[src/rtl/uart_word_io.sv]
// rtl/uart_word_io.sv - word-level bridge between a byte-wide UART receiver/sender pair and a word-wide consumer
//
// Ports:
//   i_clk, i_rst               clock (rising edge), asynchronous active-high reset
//   i_rx_byte, i_rx_byte_valid received byte and its one-cycle strobe
//   o_rx_word, o_rx_word_valid word at the head of the RX FIFO (first-word-fall-through)
//   i_rx_word_pop              consume the head word
//   o_rx_count                 number of words held in the RX FIFO
//   i_tx_word, i_tx_word_valid word to send and its request
//   o_tx_word_ready            TX path idle and able to take a word
//   o_tx_byte, o_tx_byte_valid byte towards the sender
//   i_tx_byte_ready            sender accepts the byte
//   o_err_overflow             sticky: completed RX word dropped on a full FIFO
//   o_err_timeout              sticky: partial RX word discarded by the inter-byte timeout
//   i_err_clear                clears both sticky flags
module uart_word_io #(
    parameter int WORD_BYTES = 4,
    parameter int BIG_ENDIAN = 1,
    parameter int RX_DEPTH   = 4,
    parameter int RX_TIMEOUT = 100000
) (
    input  logic                          i_clk,
    input  logic                          i_rst,
    input  logic [7:0]                    i_rx_byte,
    input  logic                          i_rx_byte_valid,
    output logic [8*WORD_BYTES-1:0]       o_rx_word,
    output logic                          o_rx_word_valid,
    input  logic                          i_rx_word_pop,
    output logic [$clog2(RX_DEPTH+1)-1:0] o_rx_count,
    input  logic [8*WORD_BYTES-1:0]       i_tx_word,
    input  logic                          i_tx_word_valid,
    output logic                          o_tx_word_ready,
    output logic [7:0]                    o_tx_byte,
    output logic                          o_tx_byte_valid,
    input  logic                          i_tx_byte_ready,
    output logic                          o_err_overflow,
    output logic                          o_err_timeout,
    input  logic                          i_err_clear
);

    localparam int W  = 8 * WORD_BYTES;
    localparam int IW = (WORD_BYTES > 1) ? $clog2(WORD_BYTES) : 1;
    localparam int PW = $clog2(RX_DEPTH);
    localparam int CW = $clog2(RX_DEPTH + 1);
    localparam int TW = (RX_TIMEOUT > 0) ? $clog2(RX_TIMEOUT + 1) : 1;

    localparam logic [IW-1:0] LAST_IDX = IW'(WORD_BYTES - 1);
    localparam logic [CW-1:0] FULL_CNT = CW'(RX_DEPTH);

    // ------------------------------------------------------------------
    // RX byte assembly
    // ------------------------------------------------------------------
    logic [IW-1:0] r_rx_k;
    logic [W-1:0]  r_rx_partial;
    logic          w_rx_expire;
    logic [IW-1:0] w_rx_k_eff;
    logic [W-1:0]  w_rx_base;
    logic [IW-1:0] w_rx_lane;
    logic [W-1:0]  w_rx_assembled;
    logic          w_rx_last;

    // On the expiry cycle the stale partial word is already gone, so a byte
    // arriving in that same cycle starts a fresh word at index 0.
    assign w_rx_k_eff = w_rx_expire ? '0 : r_rx_k;
    assign w_rx_base  = w_rx_expire ? '0 : r_rx_partial;
    assign w_rx_lane  = (BIG_ENDIAN != 0) ? (LAST_IDX - w_rx_k_eff) : w_rx_k_eff;
    assign w_rx_last  = i_rx_byte_valid && (w_rx_k_eff == LAST_IDX);

    always_comb begin
        w_rx_assembled = w_rx_base;
        w_rx_assembled[{w_rx_lane, 3'b000} +: 8] = i_rx_byte;
    end

    always_ff @(posedge i_clk or posedge i_rst) begin
        if (i_rst) begin
            r_rx_k       <= '0;
            r_rx_partial <= '0;
        end else if (i_rx_byte_valid) begin
            r_rx_k       <= w_rx_last ? '0 : (w_rx_k_eff + IW'(1));
            r_rx_partial <= w_rx_last ? '0 : w_rx_assembled;
        end else if (w_rx_expire) begin
            r_rx_k       <= '0;
            r_rx_partial <= '0;
        end
    end

    // ------------------------------------------------------------------
    // Inter-byte timeout: counts idle cycles only while a word is partial
    // ------------------------------------------------------------------
    generate
        if (RX_TIMEOUT > 0) begin : g_timeout
            logic [TW-1:0] r_to_cnt;

            assign w_rx_expire = (r_rx_k != '0) && (r_to_cnt == TW'(RX_TIMEOUT));

            always_ff @(posedge i_clk or posedge i_rst) begin
                if (i_rst) begin
                    r_to_cnt <= '0;
                end else if (i_rx_byte_valid || (r_rx_k == '0) || w_rx_expire) begin
                    r_to_cnt <= '0;
                end else begin
                    r_to_cnt <= r_to_cnt + TW'(1);
                end
            end
        end else begin : g_no_timeout
            assign w_rx_expire = 1'b0;
        end
    endgenerate

    // ------------------------------------------------------------------
    // Completed-word FIFO
    // ------------------------------------------------------------------
    logic [W-1:0]  r_fifo [RX_DEPTH];
    logic [PW-1:0] r_rd_ptr;
    logic [PW-1:0] r_wr_ptr;
    logic [CW-1:0] r_count;
    logic          w_full;
    logic          w_pop;
    logic          w_push;
    logic          w_drop;

    // A pop frees the head slot in the same cycle, so a full FIFO still
    // accepts a push when it is being popped.
    assign w_full = (r_count == FULL_CNT);
    assign w_pop  = i_rx_word_pop && (r_count != '0);
    assign w_push = w_rx_last && (!w_full || w_pop);
    assign w_drop = w_rx_last && w_full && !w_pop;

    always_ff @(posedge i_clk) begin
        if (w_push) begin
            r_fifo[r_wr_ptr] <= w_rx_assembled;
        end
    end

    always_ff @(posedge i_clk or posedge i_rst) begin
        if (i_rst) begin
            r_rd_ptr <= '0;
            r_wr_ptr <= '0;
            r_count  <= '0;
        end else begin
            if (w_push) begin
                r_wr_ptr <= r_wr_ptr + PW'(1);
            end
            if (w_pop) begin
                r_rd_ptr <= r_rd_ptr + PW'(1);
            end
            r_count <= r_count + CW'(w_push) - CW'(w_pop);
        end
    end

    // Storage is not reset; gating on empty keeps the output at zero after reset.
    assign o_rx_word       = (r_count != '0) ? r_fifo[r_rd_ptr] : '0;
    assign o_rx_word_valid = (r_count != '0);
    assign o_rx_count      = r_count;

    // ------------------------------------------------------------------
    // Sticky error flags: a set event beats a simultaneous clear
    // ------------------------------------------------------------------
    logic r_err_overflow;
    logic r_err_timeout;

    always_ff @(posedge i_clk or posedge i_rst) begin
        if (i_rst) begin
            r_err_overflow <= 1'b0;
            r_err_timeout  <= 1'b0;
        end else begin
            r_err_overflow <= (r_err_overflow && !i_err_clear) || w_drop;
            r_err_timeout  <= (r_err_timeout  && !i_err_clear) || w_rx_expire;
        end
    end

    assign o_err_overflow = r_err_overflow;
    assign o_err_timeout  = r_err_timeout;

    // ------------------------------------------------------------------
    // TX word serialiser
    // ------------------------------------------------------------------
    typedef enum logic {
        TX_IDLE = 1'b0,
        TX_SEND = 1'b1
    } tx_state_t;

    tx_state_t     r_tx_state;
    tx_state_t     w_tx_state_next;
    logic [W-1:0]  r_tx_word;
    logic [W-1:0]  w_tx_word_next;
    logic [IW-1:0] r_tx_j;
    logic [IW-1:0] w_tx_j_next;
    logic [IW-1:0] w_tx_lane;
    logic          r_tx_armed;

    // r_tx_armed holds tx_word_ready low until the first clock edge after reset.
    always_ff @(posedge i_clk or posedge i_rst) begin
        if (i_rst) begin
            r_tx_state <= TX_IDLE;
            r_tx_word  <= '0;
            r_tx_j     <= '0;
            r_tx_armed <= 1'b0;
        end else begin
            r_tx_state <= w_tx_state_next;
            r_tx_word  <= w_tx_word_next;
            r_tx_j     <= w_tx_j_next;
            r_tx_armed <= 1'b1;
        end
    end

    always_comb begin
        w_tx_state_next = r_tx_state;
        w_tx_word_next  = r_tx_word;
        w_tx_j_next     = r_tx_j;
        o_tx_word_ready = 1'b0;
        o_tx_byte_valid = 1'b0;
        case (r_tx_state)
            TX_IDLE: begin
                o_tx_word_ready = r_tx_armed;
                if (r_tx_armed && i_tx_word_valid) begin
                    w_tx_word_next  = i_tx_word;
                    w_tx_j_next     = '0;
                    w_tx_state_next = TX_SEND;
                end
            end
            TX_SEND: begin
                o_tx_byte_valid = 1'b1;
                if (i_tx_byte_ready) begin
                    if (r_tx_j == LAST_IDX) begin
                        w_tx_j_next     = '0;
                        w_tx_state_next = TX_IDLE;
                    end else begin
                        w_tx_j_next = r_tx_j + IW'(1);
                    end
                end
            end
            default: begin
                w_tx_state_next = TX_IDLE;
            end
        endcase
    end

    assign w_tx_lane = (BIG_ENDIAN != 0) ? (LAST_IDX - r_tx_j) : r_tx_j;
    assign o_tx_byte = r_tx_word[{w_tx_lane, 3'b000} +: 8];

endmodule

[config.mk]
export PLATFORM = sky130hd
export DESIGN_NAME = uart_word_io
export DESIGN_NICKNAME = d
export VERILOG_FILES = /design/src/rtl/uart_word_io.sv
export SDC_FILE = /design/constraint.sdc
export NUM_CORES = 1
export LEC_CHECK = 0
export BUFFER_PORTS_ARGS = -buffer_cell sky130_fd_sc_hd__buf_2
export CAP_MARGIN = 20
export CORE_AREA = 5 5 156 158
export CTS_CLUSTER_SIZE = 30
export DETAILED_ROUTE_END_ITERATION = 10
export DIE_AREA = 0 0 161 163
export MAX_ROUTING_LAYER = met4
export PLACE_DENSITY_LB_ADDON = 0.05
export SYNTH_ARGS = -nofsm -noshare
export SYNTH_HDL_FRONTEND = slang
export SYNTH_SLANG_ARGS = --single-unit
export TNS_END_PERCENT = 1
[constraint.sdc]
create_clock -name i_clk -period 4.29 [get_ports i_clk]
set_input_delay 0.429 -clock i_clk [delete_from_list [all_inputs] [get_ports i_clk]]
set_output_delay 0.429 -clock i_clk [all_outputs]
set_load 0.02 [all_outputs]
Yosys cells after proc, flatten, opt, wreduce, memory -nomap -nowiden
Memories as Yosys holds them, arrays and structs flattened.
Cells that the tools add are included.
{"block": "totals", "ff_bits": 96, "ram_bits": 128, "inputBits": 47, "out_inout_bits": 48, "word_cells": 76, "mem_count": 1}
{"block": "classes", "n_addsub": 10, "eq_ne": 6, "shifts": 3, "mux": 21, "n_bitwise": 1, "n_reduce_logical": 22}
{"name": "r_fifo", "depth": 4, "word_bits": 32, "read_ports": 1, "rd_clocked_by_memory_dff": 0, "write_ports": 1, "line_no": "113", "source": "logic [W-1:0] r_fifo [RX_DEPTH];"}
{"cell": "32-bit 2-to-1 mux", "n": 4}
{"cell": "32-bit bitwise mux", "n": 1}
{"cell": "8-bit by 7-bit variable shift with 32-bit output (first input constant)", "n": 1}
{"cell": "32-bit by 6-bit indexed part select with 8-bit output", "n": 1}
{"cell": "8-bit by 7-bit indexed part select with 32-bit output", "n": 1}
{"cell": "17-bit by 1-bit adder with 17-bit output (second input constant)", "n": 1}
{"cell": "17-bit equality test (second input constant)", "n": 1}
{"cell": "17-bit 2-to-1 mux", "n": 1}
{"cell": "2-bit 2-to-1 mux", "n": 6}
{"cell": "1-bit logical AND", "n": 9}
{"cell": "2-bit by 1-bit adder with 2-bit output (second input constant)", "n": 4}
{"cell": "1-bit 2-to-1 mux", "n": 7}
{"cell": "5-bit negator with 7-bit output", "n": 1}
{"cell": "1-bit logical OR", "n": 5}
{"cell": "2-bit equality test (second input constant)", "n": 2}
{"cell": "2-bit != test (second input constant)", "n": 2}
{"cell": "2-bit case mux with 2 select lines", "n": 1}
{"cell": "2-bit AND reduction", "n": 2}
{"cell": "2-bit subtractor (first input constant)", "n": 2}
{"cell": "3-bit by 1-bit adder with 3-bit output", "n": 1}
{"cell": "3-bit equality test (second input constant)", "n": 1}
{"cell": "1-bit zero test", "n": 3}
{"cell": "3-bit nonzero test", "n": 1}
{"cell": "3-bit by 1-bit subtractor with 3-bit output", "n": 1}
{"cell": "4 further kinds", "n": 4}

Logic depth before layout (Yosys ltp)
Gate-level depths: netlist of the first run.
{"block": "logic_depth", "word_depth": 9, "ltp_mapped": 19}

Worst setup path after synthesis of the first run
OpenSTA, ideal clock, no wires.
{"block": "synth_path", "path_kind": "flip-flop to flip-flop", "from": "register g_timeout.r_to_cnt[0]", "to": "register r_count[2] (netlist: o_rx_count[2])", "setup_ns": 0.130, "arrival_ns": 3.437, "slack_ns": 0.723, "path_stages_with_launch": 20, "n_path_buf": 2, "period_less_slack_ns": 3.567, "cell_sequence": "dfrtp_1 inv_1 ha_1 and4bb_2 nand2_1 o21ai_0 inv_1 ha_1 clkbuf_1 nand2_1 nor2b_1 clkbuf_1 inv_1 ha_1 inv_1 ha_1 inv_1 fa_1 xnor2_1 xnor2_1"}
{"block": "synth_between", "elab_chain_len": 8}
{"item": "from (decl)", "line_no": "92", "source": "logic [TW-1:0] r_to_cnt;"}
{"item": "from (signal assigned)", "line_no": "102", "source": "r_to_cnt <= r_to_cnt + TW'(1);"}
{"item": "17-bit equality test", "line_no": "94", "source": "assign w_rx_expire = (r_rx_k != '0) && (r_to_cnt == TW'(RX_TIMEOUT));"}
{"item": "1-bit logical AND", "line_no": "94"}
{"item": "2-bit 2-to-1 mux"}
{"item": "2-bit equality test", "line_no": "67", "source": "assign w_rx_last = i_rx_byte_valid && (w_rx_k_eff == LAST_IDX);"}
{"item": "1-bit logical AND", "line_no": "67"}
{"item": "1-bit logical AND", "line_no": "126", "source": "assign w_push = w_rx_last && (!w_full || w_pop);"}
{"item": "3-bit by 1-bit adder with 3-bit output", "line_no": "147", "source": "r_count <= r_count + CW'(w_push) - CW'(w_pop);"}
{"item": "3-bit by 1-bit subtractor with 3-bit output", "line_no": "147"}
{"item": "to (signal assigned)", "line_no": "147"}
{"item": "to (decl)", "line_no": "116", "source": "logic [CW-1:0] r_count;"}
Every way passes these cells.
A chain may end at the register's enable or synchronous reset.

Final worst setup path of the first run
Same ends and word-level chain as after synthesis.

==> results of run 1 <==
==> cells in the mapped netlist, types with 2 or more instances <==
master / instances / area share
inv_1: 16 / 0.0060
xor2_1: 2 / 0.0018
and2_1: 48 / 0.030
nand2_1: 17 / 0.0064
a21oi_1: 17 / 0.0085
xnor2_1: 17 / 0.015
buf_4: 2 / 0.0015
dfrtp_1: 96 / 0.24
o21ai_2: 2 / 0.0018
and3_1: 10 / 0.0063
nor3b_2: 2 / 0.0025
nor3_1: 25 / 0.013
nand3b_1: 2 / 0.0015
nand3_1: 12 / 0.0060
and4bb_2: 2 / 0.0025
edfxtp_1: 128 / 0.38
nor4b_2: 2 / 0.0030
nor2_1: 49 / 0.018
a32o_1: 2 / 0.0020
nand2b_1: 7 / 0.0044
mux2_2: 32 / 0.036
o21ai_0: 4 / 0.0020
a221o_1: 28 / 0.028
and3b_1: 2 / 0.0018
nor2b_1: 28 / 0.018
mux2i_1: 2 / 0.0020
a22oi_1: 8 / 0.0060
a21oi_2: 4 / 0.0035
ha_1: 14 / 0.018
nand4_1: 4 / 0.0025
clkbuf_1: 12 / 0.0045
nor4_1: 4 / 0.0025
a22o_1: 2 / 0.0018
buf_2: 19 / 0.0095
o21a_1: 2 / 0.0015
mux4_2: 40 / 0.090
==> cell type report <==
class                   instances  share of cell area
flip-flops and latches        224               0.542
repair buffers                107              0.0492
multi-input cells             406               0.306
well taps                     290              0.0315
inverters                      16             0.00542
clock inverters                15              0.0106
diodes                          1            0.000217
clock buffers                  30              0.0559
==> state kept, by name (all words and copies together) (netlist names) <==
| signal | flops |
|---|---|
| g_timeout.r_to_cnt | 17 |
| o_err_overflow | 1 |
| o_err_timeout | 1 |
| o_rx_count | 3 |
| r_fifo | 128 |
| r_rd_ptr | 2 |
| r_rx_k | 2 |
| r_rx_partial | 32 |
| r_tx_armed | 1 |
| r_tx_j | 2 |
| r_tx_state | 1 |
| r_tx_word | 32 |
| r_wr_ptr | 2 |
==> metal layers <==
layer | part of all wire | track usage
met2 | 0.49 | 0.273
met1 | 0.44 | 0.237
met5 | 0 | -
met4 | 0.014 | 0.0337
met3 | 0.056 | 0.0342
==> worst register-to-register path, stage by stage, from the launching register on <==
cell,delay [ns]
dfrtp_1,0.41
inv_1,0.07
ha_1,0.19
and4bb_2,0.28
nand2_1,0.25
o21ai_0,0.23
inv_1,0.16
ha_1,0.18
nand2_1,0.21
nor2b_1,0.45
inv_1,0.09
ha_1,0.29
inv_1,0.06
ha_1,0.12
inv_1,0.05
fa_1,0.38
xnor2_1,0.18
xnor2_1,0.14
==> logic make-up after synthesis <==
logic type / Yosys count
and+or+nand+nor: 225
DFF: 224
muxes: 74
AOI/OAI and AO/OA: 72
buffers and inverters: 51
xor gates and xnor gates: 19
adders and majority gates: 15
other: 1
==> power by group through the flow <==
| stage | combinational, mW | sequential, mW | clock, mW |
|---|---|---|---|
| 6_report | 2.36 | 3.06 | 2.01 |
| 5_1_grt | 2.57 | 3.12 | 2.18 |
| 4_1_cts | 2.41 | 3.07 | 2.07 |
| 3_5_place_dp | 2.40 | 3.11 | 0 |
| 3_3_place_gp | 2.36 | 3.10 | 0 |
| 2_1_floorplan | 1.86 | 2.90 | 0 |
==> per-stage QoR <==
step / utilization / cell area (µm²) / power [mW] / instances / hold WS [ns]
2_1_floorplan: - / 9990 / 4.76 / 681 / 0.465
3_3_place_gp: 0.468 / 10800 / 5.46 / 1043 / 0.483
3_5_place_dp: 0.468 / 10800 / 5.51 / 1043 / 0.491
4_1_cts: 0.502 / 11500 / 7.54 / 1088 / 0.113
5_1_grt: 0.502 / 11500 / 7.88 / 1089 / 0.118
6_report: 0.502 / 11500 / 7.43 / 1089 / 0.0905
==> worst paths after layout <==
| kind | from | end | slack, ns | cells past startpoint |
|---|---|---|---|---|
| max | g_timeout.r_to_cnt[0] | o_rx_count[2] | 0.47 | 17 |
| max reg2reg | g_timeout.r_to_cnt[0] | o_rx_count[2] | 0.47 | 17 |
| min in group i_clk | i_err_clear | o_err_overflow | 0.13 | 2 |
| max in group asynchronous | i_rst | r_rx_partial[13] | 3.27 | 3 |
| min reg2reg | r_tx_word[2] | r_tx_word[2] | 0.50 | 1 |
| min | i_rst | r_tx_word[17] | 0.09 | 2 |
==> impl_metrics.tcl, run 1 <==
set metrics [dict create \
    fillers 1993 \
    numCtsBuffers 25 \
    drt_first_pass_iters 5 \
    required_ns 4.71 \
    p_per_area_nw_per_um2 644 \
    io_pins 95 \
    die_h_um 163 \
    synth_xor_area_frac 0.0166 \
    gp_congestion 0.834 \
    max-vdd-ir-drop_mv 0.337 \
    seqPwrFrac 0.411 \
    clock_sinks 224 \
    drc_errors 0 \
    dp_hpwl_um 14500 \
    post-route-period-util 0.890 \
    grt-ovfl-total 0 \
    skew_ns 0.00832 \
    ant_nets 0 \
    synth_area_um2 9990 \
    layout_commonest_cell "edfxtp_1" \
    path_delay_family "simple AND/OR/NAND/NOR gates" \
    drive_above_1_share 0.292 \
    post_cts_buffers 0 \
    avgViaCountPerCell 5.47 \
    setup-violations-final 0 \
    synth_simple_gate_area_frac 0.131 \
    root_buffer "clkbuf_16" \
    path_buf_inv 5 \
    hp-class "in2async" \
    synth_area_per_cell_um2 14.7 \
    grt_max_degree 69 \
    max_freq_mhz 262 \
    grt_pass1_vias 6251 \
    yosysSeqAreaShare 0.625 \
    slowest_stage "nor2b_1" \
    worst_setup_path_start_kind "register" \
    drv_cap 0 \
    hold_viol 0 \
    combPwrFrac 0.318 \
    synth_compound_gate_area_share 0.0570 \
    synthMuxAreaShare 0.128 \
    avgRoutedWirePerCell_um 20.0 \
    clk_path_buf_depth 3 \
    final_cell_mix "edfxtp_1 (128), dfrtp_1 (94), buf_2 (94), nor2_1 (49), and2_1 (48)" \
    arrival_ns 4.24 \
    power_leakage_nw 4.52 \
    ys_warn_count 0 \
    cp-end-kind "register" \
    nets 842 \
    synth-edff-count 128 \
    crit_fanout 10 \
    seqCellArea_um2 6250 \
    yosys_most_used_dff "edfxtp_1" \
    antenna_found_initial 1 \
    start_util 0.435 \
    outcome "complete, no violations" \
    syn_to_final_growth_pct 15.4 \
    clk-insertion-delay-late_ns 0.51 \
    yosys.area_share.adder 0.0195 \
    rows 56 \
    cts.clk_slew.worst_paths_ns 0.06 \
    cpMostUsedCell "inv_1" \
    p_switching_mw 2.41 \
    hold_buffers 0 \
    worst_slack_ns 0.471 \
    track_usage 0.173 \
    synth_nets 743 \
    worstPathCellList "inv_1 > ha_1 > and4bb_2 > nand2_1 > o21ai_0 > inv_1 > ha_1 > nand2_1 > nor2b_1 > inv_1 > ha_1 > inv_1 > ha_1 > inv_1 > fa_1 > xnor2_1 > xnor2_1" \
    cts_resized 0 \
    dieArea_um2 26200 \
    dp_slack_ns 0.480 \
    synth_cell_types 54 \
    ctsHtreeMaxLevel 1 \
    multi_input_area_um2 3520 \
    syn_inst 681 \
    rsz0062_at_grt "false" \
    vias 5953 \
    synth_top_family_by_area "simple AND/OR/NAND/NOR gates" \
    period_minus_slack_ns 3.82 \
    grt_pass1_wl_um 35000 \
    sw_frac_of_total 0.324 \
    critPathMaxStageDelay_ns 0.44 \
    clkPwrFrac 0.270 \
    die-width_um 161 \
    tns_ns 0 \
    p_int_mw 5.02 \
    slew_headroom 0.369 \
    drtIter0Drc 341 \
    critPathKind "reg2reg" \
    final_max_slew_viol_count 0 \
    ys_ff_latch 224 \
    port_buffers 94 \
    synthArstFlopShare 0.429 \
    worst_pin_slew_ns 0.946 \
    core_area_um2 23000 \
    cts_tree "yes" \
    wl_um 21800 \
]
(Power assumes the default switching activity.)
==> inputs of run 2 (changes only) <==
--- a/config.mk
+++ b/config.mk
@@ -11,6 +11,7 @@
 export CTS_CLUSTER_SIZE = 30
 export DETAILED_ROUTE_END_ITERATION = 10
 export DIE_AREA = 0 0 161 163
+export GPL_TIMING_DRIVEN = 0
 export MAX_ROUTING_LAYER = met4
 export PLACE_DENSITY_LB_ADDON = 0.05
 export SYNTH_ARGS = -nofsm -noshare
==> run 2 against run 1 <==
Compared with the run above:
- flip-flop and latch count is the same
- register-to-register slack is essentially flat
- core utilization grew 1.7 points
- sequential power shrank 6%
- global-route usage grew 0.47 points
- highest routed layer unchanged
==> impl_metrics.tcl, run 2 (synthesis gave the netlist of run 1 again) <==
set metrics [dict create \
    slew_headroom 0.480 \
    arrival_ns 4.20 \
    antenna_found_initial 2 \
    r2r-end "o_rx_count[2]" \
    clk-insertion-delay-late_ns 0.52 \
    wl_um 22100 \
    power_leakage_nw 4.70 \
    grt_pass1_wl_um 35900 \
    max_freq_mhz 263 \
    p_per_area_nw_per_um2 666 \
    drtIter0Drc 416 \
    combPwrFrac 0.326 \
    worst_setup_path_start_kind "register" \
    dp_slack_ns 0.0346 \
    clock_sinks 224 \
    io_pins 95 \
    worst_pin_slew_ns 0.774 \
    cp-end-kind "register" \
    p_total_mw 7.93 \
    r2r_cells 16 \
    largest_reg_flops 128 \
    final_cell_mix "edfxtp_1 (128), buf_2 (113), dfrtp_1 (96), nor2_1 (49), and2_1 (44)" \
    core_area_um2 23000 \
    skew_ns 0.0149 \
    drt_first_pass_iters 4 \
    final_util 0.519 \
    fillers 1982 \
    vias 6042 \
    avgRoutedWirePerCell_um 19.8 \
    placed_cells 1070 \
    ant_nets 0 \
    clk_path_buf_depth 3 \
    hold_viol 0 \
    setup-violations-final 0 \
    sw_frac_of_total 0.313 \
    rrSetupSlack_ns 0.48 \
    syn_to_final_growth_pct 19.2 \
    p_int_mw 5.45 \
    track_usage 0.177 \
    required_ns 4.69 \
    numCtsBuffers 24 \
    drive_above_1_share 0.317 \
    seqPwrFrac 0.365 \
    regMostFlops "r_fifo" \
    root_buffer "clkbuf_16" \
    ctsHtreeMaxLevel 1 \
    grt_max_degree 52 \
    dp_hpwl_um 15600 \
    nets 868 \
    cts.clk_slew.worst_paths_ns 0.07 \
    port_buffers 94 \
    r2r_start "g_timeout.r_to_cnt[3]" \
    post-route-period-util 0.888 \
    grt_pass1_vias 6579 \
    reg_top3 "r_fifo: 128 flops, r_rx_partial: 32 flops, r_tx_word: 32 flops" \
    worst_slack_ns 0.482 \
    drc_errors 0 \
    outcome "complete, no violations" \
    dpl_cell_area_um2 10900 \
    layout_commonest_cell "edfxtp_1" \
    final_max_slew_viol_count 0 \
    p_switching_mw 2.48 \
    die-width_um 161 \
    clkPwrFrac 0.309 \
    final_area_um2 11900 \
    avgViaCountPerCell 5.41 \
    gp_congestion 0.878 \
    rows 56 \
    drv_cap 0 \
    cts_tree "yes" \
    tns_ns 0 \
    grt-ovfl-total 0 \
    critPathKind "reg2reg" \
    crit_start "g_timeout.r_to_cnt[3]" \
    die_h_um 163 \
    start_util 0.435 \
    fin_cells 1117 \
    dieArea_um2 26200 \
    rsz0062_at_grt "false" \
    cp-endpoint "o_rx_count[2]" \
    max-vdd-ir-drop_mv 0.455 \
    fin_hold_ws_ns 0.123 \
    period_minus_slack_ns 3.81 \
    crit_fanout 10 \
    hp-class "in2reg" \
]
[run 2: routing by layer]
metal | part of all wire | GRT usage | wire (µm) | vias to the layer above
met4 | 0.021 | 0.0399 | 469 | 0
met5 | 0 | - | 0 | -
li1 | - | - | - | 2818
met3 | 0.051 | 0.0326 | 1130 | 31
met1 | 0.44 | 0.236 | 9690 | 3050
met2 | 0.49 | 0.289 | 10800 | 143
[run 2: worst max-delay path: stages (launching register included)]
cell and delay [ns]:
dfrtp_1 0.42, nor4b_2 0.37, nand3b_1 0.30, o21ai_0 0.52, inv_1 0.17, ha_2 0.29, nand2_2 0.20, nor2b_1 0.07
clkbuf_1 0.17, inv_1 0.09, ha_1 0.22, inv_1 0.06, ha_1 0.12, inv_1 0.04, fa_1 0.38, xnor2_1 0.15
xnor2_1 0.13
[run 2: worst min path at each step]
| stage | start | to | slack [ns] | cells after the start |
|---|---|---|---|---|
| after detailed placement | r_rx_partial[30] | r_rx_partial[30] | 0.48 | 1 |
| final | i_err_clear | o_err_timeout | 0.12 | 2 |
| after global routing | i_tx_word[7] | r_tx_word[7] | 0.13 | 2 |
| after global placement | r_tx_word[16] | r_tx_word[16] | 0.48 | 1 |
| after floorplan | r_rx_partial[30] | r_rx_partial[30] | 0.47 | 1 |
| after CTS | i_err_clear | o_err_timeout | 0.11 | 2 |
[run 2: layout make-up]
type / count / area (µm²) / area share
flip-flops and latches: 224 / 6250 / 0.524
multi-input cells: 406 / 3540 / 0.297
clock buffers: 26 / 618 / 0.0519
repair buffers: 100 / 588 / 0.0493
well taps: 290 / 363 / 0.0304
clock inverters: 18 / 334 / 0.0280
plain buffers: 34 / 160 / 0.0134
inverters: 16 / 62.6 / 0.00525
diodes: 3 / 7.51 / 0.000630
[run 2: power groups by stage]
stage | combinational (mW) | sequential, mW | clock [mW]
floorplan | 1.86 | 2.90 | 0
global placement | 2.58 | 2.91 | 0
detailed placement | 2.64 | 2.94 | 0
CTS | 2.65 | 2.89 | 2.50
global route | 2.84 | 2.93 | 2.59
finish | 2.59 | 2.89 | 2.45
[run 2: what timing repair did]
item | CTS | global route
hold buffers | 1 | 0
buffers inserted | 0 | 0
resized for setup | 0 | 3
hold endpoints to repair | 6 | 0
endpoints found under the setup margin | 0 | 2
==> inputs of run 3 (changes only) <==
--- a/config.mk
+++ b/config.mk
@@ -13,7 +13,6 @@
 export DIE_AREA = 0 0 161 163
 export GPL_TIMING_DRIVEN = 0
 export MAX_ROUTING_LAYER = met4
-export PLACE_DENSITY_LB_ADDON = 0.05
 export SYNTH_ARGS = -nofsm -noshare
 export SYNTH_HDL_FRONTEND = slang
 export SYNTH_SLANG_ARGS = --single-unit
==> run 3 against run 2 <==
Compared with the run above:
- count of clock-buffer cells in the layout is 8 higher
- hold slack better by 0.0061 ns
- via count grew 0.40%
- register-to-register slack got worse by 0.07 ns
- design area decreased by 2.2%
- clock skew increased by 0.0023 ns
- global-route usage down 0.26 points
- non-clock buffer count is 1 lower
- critical path depth grew 2
- core utilization decreased by 1.1 points
- combinational power is essentially flat
- critical path type unchanged
- critical endpoint unchanged
==> impl_metrics.tcl, run 3 (synthesis gave the netlist of run 1 again) <==
set metrics [dict create \
    outcome "complete, no violations" \
    combPwrFrac 0.352 \
    fin_cells 1114 \
    io_pins 95 \
    p_switching_mw 2.42 \
    gp_congestion 0.872 \
    largest_reg_flops 128 \
    rows 56 \
    required_ns 4.72 \
    drtIter0Drc 263 \
    ctsHtreeMaxLevel 1 \
    grt_max_degree 58 \
    worst_pin_slew_ns 0.870 \
    r2r_start "g_timeout.r_to_cnt[0]" \
    dieArea_um2 26200 \
    reg_top3 "r_fifo: 128 flops, r_rx_partial: 32 flops, r_tx_word: 32 flops" \
    tns_ns 0 \
    clkPwrFrac 0.255 \
    core_area_um2 23000 \
    p_per_area_nw_per_um2 632 \
    cts.clk_slew.worst_paths_ns 0.06 \
    numCtsBuffers 24 \
    drv_cap 0 \
    start_util 0.435 \
    fillers 1963 \
    placed_cells 1069 \
    regMostFlops "r_fifo" \
    worst_setup_path_start_kind "register" \
    port_buffers 94 \
    p_total_mw 7.36 \
    p_int_mw 4.94 \
    hold_viol 0 \
    final_util 0.507 \
    arrival_ns 4.31 \
    grt-ovfl-total 0 \
    skew_ns 0.0172 \
    antenna_found_initial 1 \
    clock_sinks 224 \
    crit_fanout 10 \
    root_buffer "clkbuf_16" \
    clk_path_buf_depth 3 \
    nets 867 \
    grt_pass1_vias 6556 \
    slew_headroom 0.420 \
    layout_commonest_cell "edfxtp_1" \
    min_from "i_err_clear" \
    setup-violations-final 0 \
    hp-class "in2reg" \
    die-width_um 161 \
    post_cts_buffers 0 \
    vias 6066 \
    post-route-period-util 0.904 \
    seqPwrFrac 0.393 \
    cp-end-kind "register" \
    clk-insertion-delay-late_ns 0.51 \
    track_usage 0.175 \
    avgRoutedWirePerCell_um 19.6 \
    rsz0062_at_grt "false" \
    final_cell_mix "edfxtp_1 (128), buf_2 (113), dfrtp_1 (96), nor2_1 (49), and2_1 (44)" \
    period_minus_slack_ns 3.88 \
    avgViaCountPerCell 5.45 \
    cts_tree "yes" \
    sw_frac_of_total 0.329 \
    dp_hpwl_um 15300 \
    max_freq_mhz 258 \
    crit_start "g_timeout.r_to_cnt[0]" \
    r2r_cells 18 \
    die_h_um 163 \
    final_max_slew_viol_count 0 \
    drive_above_1_share 0.301 \
    critPathKind "reg2reg" \
    min_path_cells 2 \
    wl_um 21900 \
    drc_errors 0 \
    drt_first_pass_iters 5 \
    ant_nets 0 \
    power_leakage_nw 4.58 \
    grt_pass1_wl_um 35800 \
    syn_to_final_growth_pct 16.6 \
    max-vdd-ir-drop_mv 0.346 \
]
run 3: cell types whose count changed in the layout (fill, tap and decap cells not counted), sizes merged:
cell    before  now
bufinv       9    0
clkbuf      38   46
clkinv       6    8
diode        3    1
buf        121  120
inv         17   16
run 3: final timing paths:
kind                                  end  slack [ns]
max                         o_rx_count[2]        0.41
min                        o_err_overflow        0.13
max reg2reg                 o_rx_count[2]        0.41
min reg2reg                  r_tx_word[2]        0.50
max in group asynchronous     r_rd_ptr[1]        3.10
min in group asynchronous    r_tx_word[0]        0.52
run 3: what timing repair did:
action,in CTS,in global routing
endpoints found under the hold margin,39,0
endpoints found under the setup margin,0,34
hold buffers,1,0
gates resized for setup,0,2
run 3: power by group through the flow:
stage	Clock, mW	Combinational [mW]	Sequential [mW]
2_1_floorplan	0	1.86	2.90
4_1_cts	1.94	2.65	2.89
3_3_place_gp	0	2.56	2.91
5_1_grt	2.04	2.83	2.94
6_report	1.88	2.59	2.89
3_5_place_dp	0	2.64	2.93
run 3: worst max-delay path: stages (launching register included):
cell and delay (ns):
dfrtp_1 0.42, inv_1 0.07, ha_1 0.19, and4bb_2 0.30
nand2_1 0.28, o21ai_0 0.24, inv_1 0.18, ha_2 0.31
nand2_2 0.18, nor2b_1 0.14, clkbuf_1 0.24, inv_1 0.08
ha_1 0.27, inv_1 0.05, ha_1 0.12, inv_1 0.05
fa_1 0.37, xnor2_1 0.19, xnor2_1 0.13
run 3: area by class of cell:
type	instances	area, µm²	area share
tap	290	363	0.0311
timing repair buffer	99	568	0.0487
buffer	34	160	0.0137
clock inverter	10	48.8	0.00419
antenna	1	2.50	0.000215
multi-input combinational	406	3530	0.303
clock buffer	34	669	0.0574
sequential	224	6250	0.536
inverter	16	62.6	0.00537
run 3: per-layer routing:
layer,global-route usage,part of all wire,vias to the layer above
met5,-,0,-
met4,0.0384,0.021,0
met3,0.0332,0.048,37
met2,0.288,0.49,149
met1,0.229,0.44,3063
li1,-,-,2817
run 3: through the flow:
| stage | area [µm²] | hold slack (ns) | setup slack [ns] |
|---|---|---|---|
| after floorplan | 9990 | 0.465 | 0.723 |
| after global placement | 10800 | 0.481 | -0.395 |
| after detailed placement | 10900 | 0.488 | 0.0837 |
| after CTS | 11700 | 0.117 | 0.0234 |
| after global routing | 11700 | 0.115 | 0.115 |
| final | 11700 | 0.130 | 0.410 |
